[src/rtl/phase_shift_pkg.sv]
// phase_shift_pkg: shared defaults, channel state encoding and effective divide/high helper
package phase_shift_pkg;
  localparam int DEF_DIVIDE = 2;
  localparam int DEF_HIGH = 1;
  localparam int DEF_PHASE = 0;
  typedef enum logic [1:0] {ST_IDLE, ST_DELAY, ST_RUN} state_e;
  typedef struct packed {
    int unsigned d_eff;
    int unsigned h_eff;
  } eff_t;
  function automatic eff_t calc_eff(int unsigned d, int unsigned h);
    eff_t e;
    e.d_eff = (d == 32'd0) ? 32'd1 : d;
    e.h_eff = (h < e.d_eff) ? h : e.d_eff;
    return e;
  endfunction
endpackage

[src/rtl/phase_shift_channel.sv]
// phase_shift_channel: one divided, phase-delayed output clock with period-count lock
module phase_shift_channel
  import phase_shift_pkg::*;
#(
  parameter int CNT_W = 8,
  parameter int LOCK_CYCLES = 2
) (
  input  logic             clk,
  input  logic             RST_N,
  input  logic             run_i,
  input  logic             align_i,
  input  logic             wr_i,
  input  logic [CNT_W-1:0] div_i,
  input  logic [CNT_W-1:0] high_i,
  input  logic [CNT_W-1:0] phase_i,
  output logic             clk_out_o,
  output logic             lock_o
);
  localparam int PER_W = $clog2(LOCK_CYCLES + 1);
  logic [CNT_W-1:0] div_q, high_q, phase_q;
  logic [CNT_W-1:0] cnt_q, cnt_d, dly_q, dly_d, d_eff, h_eff;
  logic [PER_W-1:0] per_q, per_d;
  state_e state_q, state_d;
  logic clk_q, clk_d, lock_q, lock_d, wrap;
  eff_t eff;
  assign eff = calc_eff(32'(div_q), 32'(high_q));
  assign d_eff = CNT_W'(eff.d_eff);
  assign h_eff = CNT_W'(eff.h_eff);
  assign wrap = cnt_q == d_eff - 1'b1;
  assign clk_out_o = clk_q;
  assign lock_o = lock_q;

  always_ff @(posedge clk or negedge RST_N) begin
    if (!RST_N) begin
      div_q <= CNT_W'(DEF_DIVIDE);
      high_q <= CNT_W'(DEF_HIGH);
      phase_q <= CNT_W'(DEF_PHASE);
      state_q <= ST_IDLE;
      cnt_q <= '0;
      dly_q <= '0;
      per_q <= '0;
      clk_q <= 1'b0;
      lock_q <= 1'b0;
    end else begin
      if (wr_i) begin
        div_q <= div_i;
        high_q <= high_i;
        phase_q <= phase_i;
      end
      state_q <= state_d;
      cnt_q <= cnt_d;
      dly_q <= dly_d;
      per_q <= per_d;
      clk_q <= clk_d;
      lock_q <= lock_d;
    end
  end

  // Stopping beats alignment; alignment restarts from any state.
  always_comb begin
    state_d = state_q;
    cnt_d = cnt_q;
    dly_d = dly_q;
    per_d = per_q;
    if (!run_i) begin
      state_d = ST_IDLE;
      cnt_d = '0;
      dly_d = '0;
      per_d = '0;
    end else if (align_i) begin
      state_d = (phase_q == '0) ? ST_RUN : ST_DELAY;
      cnt_d = '0;
      dly_d = phase_q;
      per_d = '0;
    end else if (state_q == ST_DELAY) begin
      state_d = (dly_q <= CNT_W'(1)) ? ST_RUN : ST_DELAY;
      dly_d = dly_q - 1'b1;
      cnt_d = '0;
    end else if (state_q == ST_RUN) begin
      cnt_d = wrap ? '0 : cnt_q + 1'b1;
      per_d = (wrap && per_q != PER_W'(LOCK_CYCLES)) ? per_q + 1'b1 : per_q;
    end
  end

  always_comb begin
    clk_d = state_d == ST_RUN && cnt_d < h_eff;
    lock_d = state_d == ST_RUN && per_d == PER_W'(LOCK_CYCLES);
  end
endmodule

[src/rtl/phase_shift_bank.sv]
// phase_shift_bank: NUM_CH phase-aligned divided clocks with config decode, align and lock
module phase_shift_bank
  import phase_shift_pkg::*;
#(
  parameter int NUM_CH = 4,
  parameter int CNT_W = 8,
  parameter int LOCK_CYCLES = 2
) (
  input  logic                                          clk,
  input  logic                                          RST_N,
  input  logic                                          PWRDWN,
  input  logic                                          en,
  input  logic                                          cfg_valid,
  output logic                                          cfg_ready,
  input  logic [(NUM_CH > 1 ? $clog2(NUM_CH) : 1)-1:0]  cfg_ch,
  input  logic [CNT_W-1:0]                              cfg_divide,
  input  logic [CNT_W-1:0]                              cfg_high,
  input  logic [CNT_W-1:0]                              cfg_phase,
  output logic [NUM_CH-1:0]                             clk_out,
  output logic [NUM_CH-1:0]                             lock,
  output logic                                          locked_all
);
  logic cfg_ready_q, en_q, pd_q, trig_q, align_q, locked_all_q;
  logic run, acc, ch_ok, trig;
  assign run = en && !PWRDWN;
  assign acc = cfg_valid && cfg_ready_q;
  assign ch_ok = int'(cfg_ch) < NUM_CH;
  assign trig = run && ((acc && ch_ok) || !en_q || pd_q);
  assign cfg_ready = cfg_ready_q;
  assign locked_all = locked_all_q;

  // Triggers are captured, then re-qualified, so align lands one cycle later.
  always_ff @(posedge clk or negedge RST_N) begin
    if (!RST_N) begin
      cfg_ready_q <= 1'b0;
      en_q <= 1'b0;
      pd_q <= 1'b0;
      trig_q <= 1'b0;
      align_q <= 1'b0;
      locked_all_q <= 1'b0;
    end else begin
      cfg_ready_q <= !PWRDWN;
      en_q <= en;
      pd_q <= PWRDWN;
      trig_q <= trig;
      align_q <= trig_q && run;
      locked_all_q <= &lock;
    end
  end

  for (genvar i = 0; i < NUM_CH; i++) begin : g_ch
    phase_shift_channel #(
      .CNT_W(CNT_W),
      .LOCK_CYCLES(LOCK_CYCLES)
    ) u_ch (
      .clk(clk),
      .RST_N(RST_N),
      .run_i(run),
      .align_i(align_q),
      .wr_i(acc && int'(cfg_ch) == i),
      .div_i(cfg_divide),
      .high_i(cfg_high),
      .phase_i(cfg_phase),
      .clk_out_o(clk_out[i]),
      .lock_o(lock[i])
    );
  end
endmodule

[config.mk]
export PLATFORM = sky130hd
export DESIGN_NAME = phase_shift_bank
export DESIGN_NICKNAME = d
export VERILOG_FILES = /design/src/rtl/phase_shift_pkg.sv /design/src/rtl/phase_shift_channel.sv /design/src/rtl/phase_shift_bank.sv
export SDC_FILE = /design/constraint.sdc
export NUM_CORES = 1
export LEC_CHECK = 0
export CELL_PAD_IN_SITES_DETAIL_PLACEMENT = 0
export CELL_PAD_IN_SITES_GLOBAL_PLACEMENT = 2
export CORE_UTILIZATION = 41
export CTS_CLUSTER_DIAMETER = 50
export DETAILED_ROUTE_END_ITERATION = 8
export GPL_TIMING_DRIVEN = 0
export PLACE_DENSITY = 0.78
export RECOVER_POWER = 100
export SLEW_MARGIN = 20
export SYNTH_ARGS = -nofsm -noshare
export SYNTH_HDL_FRONTEND = slang
export SYNTH_SLANG_ARGS = --single-unit
export TNS_END_PERCENT = 20
[constraint.sdc]
create_clock -name clk -period 4.7 [get_ports clk]
set_clock_uncertainty 0.2 [all_clocks]
set_input_delay 0.94 -clock clk [delete_from_list [all_inputs] [get_ports clk]]
set_output_delay 0.94 -clock clk [all_outputs]
set_load 0.05 [all_outputs]
* Word-level counts from Yosys, hierarchy flattened
Cells that the tools add are included.
** Storage, ports and cells
- Bits in registers :: 190
- Output and inout port bits :: 10
- Input port bits :: 31
- Word-level logic and storage cells :: 215
** Operators by class
- Equal/unequal tests :: 31
- Reduce and logical (&&, ||, !) cells :: 34
- Order comparisons :: 12
- Add/subtract/negate cells :: 16
- Mux-type cells :: 80
** Operators by type and width (count)
- 2-to-1 mux 8 bit :: 40
- less-than comparator 8 x 32 -> 1 bit :: 4
- 2-to-1 mux 2 bit :: 40
- logical NOT 8 bit :: 8
- subtractor 8 x 1 -> 8 bit, second input constant :: 8
- adder 8 x 1 -> 8 bit, second input constant :: 4
- equality test 8 bit :: 4
- less-or-equal comparator 8 x 1 -> 1 bit, second input constant :: 4
- less-than comparator 8 bit :: 4
- equality test 2 bit, second input constant :: 14
- logical AND 1 bit :: 20
- equality test 2 x 1 -> 1 bit, second input constant :: 5
- != test 3 x 2 -> 1 bit, second input constant :: 3
- adder 2 x 1 -> 2 bit, second input constant :: 4
- != test 2 bit, second input constant :: 4
- AND reduction 4 bit :: 1
- != test 3 bit, second input constant :: 1
- logical NOT 1 bit :: 2
- logical NOT 2 bit :: 1
- logical OR 1 bit :: 2

* Depth between registers and ports, before layout
- Depth after elaboration :: 12
- Mapped depth :: 16

* Modules after synthesis
From an unflattened synthesis, not the netlist that was laid out.
** Second synthesis, totals
- Cell total of the unflattened synthesis :: 1195
- Area total of the unflattened synthesis :: 11633.7 µm²
** Modules (own cells, without submodules)
- phase_shift_channel at g_ch[0].u_ch ... :: instances 2, cells each 298, area an instance 2861.5 µm²
- phase_shift_channel at g_ch[1].u_ch :: instances 1, cells each 304, area an instance 2906.5 µm²
- phase_shift_channel at g_ch[3].u_ch :: instances 1, cells each 276, area an instance 2776.4 µm²
- phase_shift_bank :: instances 1, cells each 19, area an instance 227.7 µm²

* Worst setup path after synthesis
Ideal clock, no wire load.
- Kind :: reg2reg
- From :: register g_ch[0].u_ch.div_q[4]
- To :: register g_ch[0].u_ch.clk_q
- Slack :: 0.422 ns
- Cell stages (with the launch flop) :: 17
- Setup time :: 0.065 ns
- Arrival time :: 4.013 ns
- Cells stage by stage :: dfrtp_1 -> nor4_4 -> a31oi_1 -> ha_1 -> nor3b_1 -> xnor2_1 -> o2111ai_1 -> or4_1 -> o21ai_1 -> nor2_1 -> ha_1 -> a211oi_1 -> nor2_1 -> nor3_1 -> nand3_1 -> a2111oi_0 -> o21a_1
** Between the ends
- Word-level cells in the longest chain between the ends :: 11
** RTL lines
- start: declaration :: line phase_shift_channel.sv:20 : logic [CNT_W-1:0] div_q, high_q, phase_q;
- start signal: assignment :: line phase_shift_channel.sv:35 : div_q <= CNT_W'(DEF_DIVIDE);
- start signal: assignment :: line phase_shift_channel.sv:46 : div_q <= div_i;
- logical NOT 8 bit :: line phase_shift_pkg.sv:13 : e.d_eff = (d == 32'd0) ? 32'd1 : d;
- 2-to-1 mux 8 bit * :: line phase_shift_pkg.sv:13
- subtractor 8 x 1 -> 8 bit * :: line phase_shift_channel.sv:29 : assign wrap = cnt_q == d_eff - 1'b1;
- equality test 8 bit * :: line phase_shift_channel.sv:29
- 2-to-1 mux 8 bit * :: line phase_shift_channel.sv:80 : cnt_d = wrap ? '0 : cnt_q + 1'b1;
- 2-to-1 mux 8 bit * :: line phase_shift_channel.sv:79 : end else if (state_q == ST_RUN) begin
- 2-to-1 mux 8 bit * :: line phase_shift_channel.sv:75 : end else if (state_q == ST_DELAY) begin
- 2-to-1 mux 8 bit * :: line phase_shift_channel.sv:70 : end else if (align_i) begin
- 2-to-1 mux 8 bit * :: line phase_shift_channel.sv:65 : if (!run_i) begin
- net g_ch[0].u_ch.cnt_d[5] :: line phase_shift_channel.sv:21 : logic [CNT_W-1:0] cnt_q, cnt_d, dly_q, dly_d, d_eff, h_eff;
- less-than comparator 8 bit * :: line phase_shift_channel.sv:86 : clk_d = state_d == ST_RUN && cnt_d < h_eff;
- logical AND 1 bit * :: line phase_shift_channel.sv:86
- net g_ch[0].u_ch.clk_d :: line phase_shift_channel.sv:24 : logic clk_q, clk_d, lock_q, lock_d, wrap;
- end signal: assignment :: line phase_shift_channel.sv:54 : clk_q <= clk_d;
- end: declaration :: line phase_shift_channel.sv:24
Mark *: on every way through the listed nets, which the timed path passes. The rest lies on a longest branch.
A chain may end at the register's enable or synchronous reset.

* Worst setup path in the final report
- From :: register g_ch[1].u_ch.div_q[1]
- To :: register g_ch[1].u_ch.clk_q
** Between the ends
- Word-level cells in the longest chain between the ends :: 11
** RTL lines (line)
- start: declaration :: phase_shift_channel.sv:20
- start signal: assignment :: phase_shift_channel.sv:35
- start signal: assignment :: phase_shift_channel.sv:46
- logical NOT 8 bit :: phase_shift_pkg.sv:13
- 2-to-1 mux 8 bit * :: phase_shift_pkg.sv:13
- subtractor 8 x 1 -> 8 bit * :: phase_shift_channel.sv:29
- equality test 8 bit * :: phase_shift_channel.sv:29
- 2-to-1 mux 8 bit * :: phase_shift_channel.sv:80
- 2-to-1 mux 8 bit * :: phase_shift_channel.sv:79
- 2-to-1 mux 8 bit * :: phase_shift_channel.sv:75
- 2-to-1 mux 8 bit * :: phase_shift_channel.sv:70
- 2-to-1 mux 8 bit * :: phase_shift_channel.sv:65
- net g_ch[1].u_ch.cnt_d[3] :: phase_shift_channel.sv:21
- less-than comparator 8 bit * :: phase_shift_channel.sv:86
- logical AND 1 bit * :: phase_shift_channel.sv:86
- net g_ch[1].u_ch.clk_d :: phase_shift_channel.sv:24
- end signal: assignment :: phase_shift_channel.sv:54
- end: declaration :: phase_shift_channel.sv:24
Marks and branches as above.

==> results by group <==
Logic synthesis
  • Synth unique cells: 64
  • Post-synthesis sequential area ratio: 41.2%
  • Synth Cell Area: 11,600 µm²
  • Post-synthesis mux area share: 13.3%
  • Post-Synth XOR/XNOR Area: between 4 and 5%
  • Syn Nets: 1,265
  • Synth Warn #: 0
  • Simple-gate share of the synthesized area: 16.1%
  • Largest family of logic cells by synthesized area: simple AND/OR/NAND/NOR gates
  • Mean post-synth cell area: roughly 10 µm²
  • Flops & latches, synth: 190
  • Synth Area in Compound Gates: between 10% and 20%
  • EDFF count, synth: 0
  • Ys async rst share: 100%
  • Mapped Cells: 1,158
  • Main synth FF type: dfrtp_1
  • Post-Synth Adder-Cell Area: 8.22%

Cells and area
  • Synthesis-to-layout area growth: 14.9%
  • Final Instance Area: around 13,000 µm²
  • Post-Layout Cell Count: about 1,600
  • FILL cells: 2,696
  • Layout cells sized above 1: between 10% and 20%
  • Final-stage net count: around 1,300

Power
  • Leakage dissipation: 5.86 nW
  • VDD IR max: 239 µV
  • Pwr dens: 389 nW/µm²

STA
  • RSZ-0062 raised after global routing: yes
  • Final Max Tran Viols: 57
  • Min Clock Period, post-route: 4400 ps
  • Final period util: 93.7%
  • Max Freq: 227 MHz
  • Final setup fails: 0
  • Least-Margin Pin Slew: 3400 ps
  • Slew HR: -127%
  • Final Hold Vio Count: 0

Worst setup path
  • Critical Path End: g_ch[1].u_ch.clk_out_o
  • FF-to-FF End: g_ch[1].u_ch.clk_out_o
  • FF-to-FF path depth: 15
  • Kind of critical path: reg -> reg
  • R2R setup slack: 300 ps
  • Critical Path End Type: register
  • Setup crit start: g_ch[1].u_ch.div_q[1]
  • Worst setup SP type: register
  • Worst path required time: 4870 ps
  • CP Data Arrival Time: 4570 ps
  • Worst Path Max Fanout: 8
  • Worst r2r src: g_ch[1].u_ch.div_q[1]

Min path
  • Worst hold path type: reg -> reg
  • Hold depth: 1

Detailed routing
  • Vias/cell: 5.48
  • First DRT Iteration DRCs: 549
  • Antenna-violating nets left: 0
  • DRC errors left: 0
  • Drt first pass iters: 5
  • Routed wire length: 31.2 mm
  • Via Count: 8,876
  • WL/cell: 19.3 µm

Clock network
  • Latest clock arrival within the worst-skew pair: about 440 ps
  • Num CTS Buffers: 17
  • Sink Count: between 150 and 200
  • Clock buffer depth: 2
  • H-tree depth: 4
  • Clk slew on worst S/H paths: 70 ps
  • TritonCTS clock tree: yes
  • Root Buffer: clkbuf_16

Die
  • DIE WIDTH: 170 µm
  • Core Rows: 61
  • Initial Util: 41.7%
  • I/O Pins: 41
  • Die area: slightly below 30,000 µm²
  • Core region area: 27,800 µm²
  • Die Y: approximately 170 µm

GRT
  • Vias in the first global route: about 8,800
  • GR Overflow Total: 0
  • GR Layer Usage met2: 37.2%
  • First-pass GRT wire length: between 40 and 50 mm
  • Initial antenna violation count: 1
  • GR Util met1: 31.2%
  • GR Util met3: 2.98%
  • Total track usage: 22.6%
  • GRT Max-Usage Layer: met2
  • Largest net degree at the start of global routing: 76

Place
  • Placed cells: roughly 1,600
  • Placed Area: 12,500 µm²
  • GPL Wtd Cong: 0.832
  • Post-DP HPWL: 23.5 mm
  • Buffers added on ports: 40

Outcome
  • Violated checks: capacitance limit, slew limit
  • Outcome: finished with violations

Flow run
  • Max-cap violations: 1
[registers in the layout, summed over array words and instances (netlist names), 4 cells and up]
name	flops
g_ch.u_ch.cnt_q	32
g_ch.u_ch.div_q	32
g_ch.u_ch.dly_q	32
g_ch.u_ch.high_q	32
g_ch.u_ch.phase_q	32
g_ch.u_ch.per_q	8
g_ch.u_ch.state_q	8
g_ch.u_ch.clk_out_o	4
g_ch.u_ch.lock_o	4
[worst min path at each step]
stage,startpoint,to
after floorplan,en_q,trig_q
after global routing,en_q,trig_q
after global placement,en_q,trig_q
after CTS,RST_N,g_ch[0].u_ch.cnt_q[5]
after detailed placement,trig_q,align_q
final,trig_q,align_q
[metal layers]
layer / vias up / wire length (µm)
met5: - / 0
met4: 0 / 548
met3: 33 / 682
met2: 116 / 14600
met1: 4395 / 15400
li1: 4332 / -
[repair_timing]
| item | 4_1_cts | 5_1_grt |
|---|---|---|
| hold buffers | 0 | 0 |
| gates cloned | 0 | 0 |
| pin swaps | 3 | 3 |
| setup endpoints to repair | 3 | 4 |
| endpoints found under the hold margin | 0 | 0 |
| resized for setup | 9 | 19 |
| buffers inserted | 3 | 6 |
[placed cells by master (no fill, tap or decap), types with 5 or more instances in the layout]
cell type        synthesis  routed
nand3_1                 21      21
xor2_1                  41      41
buf_4                    8      17
a211o_1                  9       9
mux2_2                  91      91
a22o_1                  11      11
nor4_1                   7       5
a31oi_1                 13      11
o21a_1                   6       6
dfrtp_1                182     179
and4_1                   8       8
nor2_1                  88      86
o21ai_0                 52      51
nand4b_1                 5       5
mux2i_1                 51      51
or3_1                   12      12
ha_1                    76      76
clkbuf_16                0      17
clkbuf_1                43      43
xnor2_1                 22      22
dfstp_2                  8       8
nand4_1                 14      14
nand2_1                 79      79
nand2b_1                21      21
or4_1                   16      15
dlygate4sd3_1            0      14
a21oi_1                 54      53
clkdlybuf4s50_1          0      25
o211ai_1                 7       7
inv_1                   50      50
a211oi_1                17      17
and3_1                   9       9
o31ai_1                  8       8
nor2b_1                 16      16
a21o_1                  12      12
nor3_1                  36      36
[synth_stat cells (6+ instances only)]
master	n	share of area [%]
mux2i_1	51	4.4
nor4_1	7	0.38
a211o_1	9	0.68
ha_1	76	8.2
o21ai_0	52	2.2
xnor2_1	22	1.7
a21oi_1	54	2.3
nand2_1	79	2.6
and3_1	9	0.49
mux2_2	91	8.9
and4_1	8	0.61
or3_1	12	0.65
dfstp_2	8	1.8
clkbuf_1	43	1.4
a211oi_1	17	1.1
nand2b_1	21	1.1
dfrtp_1	182	39
nor3_1	36	1.6
nand4_1	14	0.76
a22o_1	11	0.83
a21o_1	12	0.78
o211ai_1	7	0.45
o21a_1	6	0.39
nor2_1	88	2.9
inv_1	50	1.6
or4_1	16	1.0
o31ai_1	8	0.52
nor2b_1	16	0.86
nand3_1	21	0.91
xor2_1	41	3.1
a31oi_1	13	0.70
buf_4	8	0.52
[worst max-delay path, cell delays in order, from the launching register on]
cell	delay (ps)
dfstp_2	600
nor2_1	100
a31oi_2	350
ha_1	280
nand2_1	60
or4_1	410
a2111o_1	490
nor4_4	270
buf_4	200
nor3_1	90
ha_1	350
a211o_1	320
a21oi_1	110
o21ai_0	80
o21ai_0	230
o211a_1	200
[stage by stage]
stage / total power [mW] / setup TNS, ps / hold WS, ps / utilization, % / worst slack, ps
2_1_floorplan: 3.14 / 0 / 210 / - / 422
3_3_place_gp: 3.56 / -1109000 / 232 / 44.8 / -5950
3_5_place_dp: 3.58 / -2190 / 240 / 45.0 / -1210
4_1_cts: 5.19 / 0 / 224 / 47.5 / 44.0
5_1_grt: 5.50 / -34.6 / 304 / 47.9 / -17.6
6_report: 5.17 / 0 / 262 / 47.9 / 297
[logic make-up after synthesis]
| logic type | after synthesis |
|---|---|
| AO/OA/AOI/OAI | 225 |
| XOR/XNOR | 63 |
| adder cells (fa/ha/maj) | 76 |
| buffers and inverters | 106 |
| flip-flops | 190 |
| multiplexers | 142 |
| AND/OR/NAND/NOR | 356 |
[power breakdown]
group	total [mW]	switching [mW]	internal [mW]
Sequential	2.09	0.236	1.85
Combinational	1.50	0.814	0.686
Clock	1.59	0.704	0.882
[final cells by class]
type / instances / area (µm²) / share of cell area (%)
Multi-Input combinational cell: 862 / 6470 / 48.7
Clock inverter: 13 / 178 / 1.34
Inverter: 50 / 188 / 1.41
Tap cell: 378 / 473 / 3.56
Buffer: 56 / 246 / 1.85
Sequential cell: 190 / 4770 / 35.9
Clock buffer: 19 / 453 / 3.41
Antenna cell: 1 / 2.50 / 0.0188
Timing Repair Buffer: 51 / 517 / 3.89
Power figures use the tool's default switching activity.
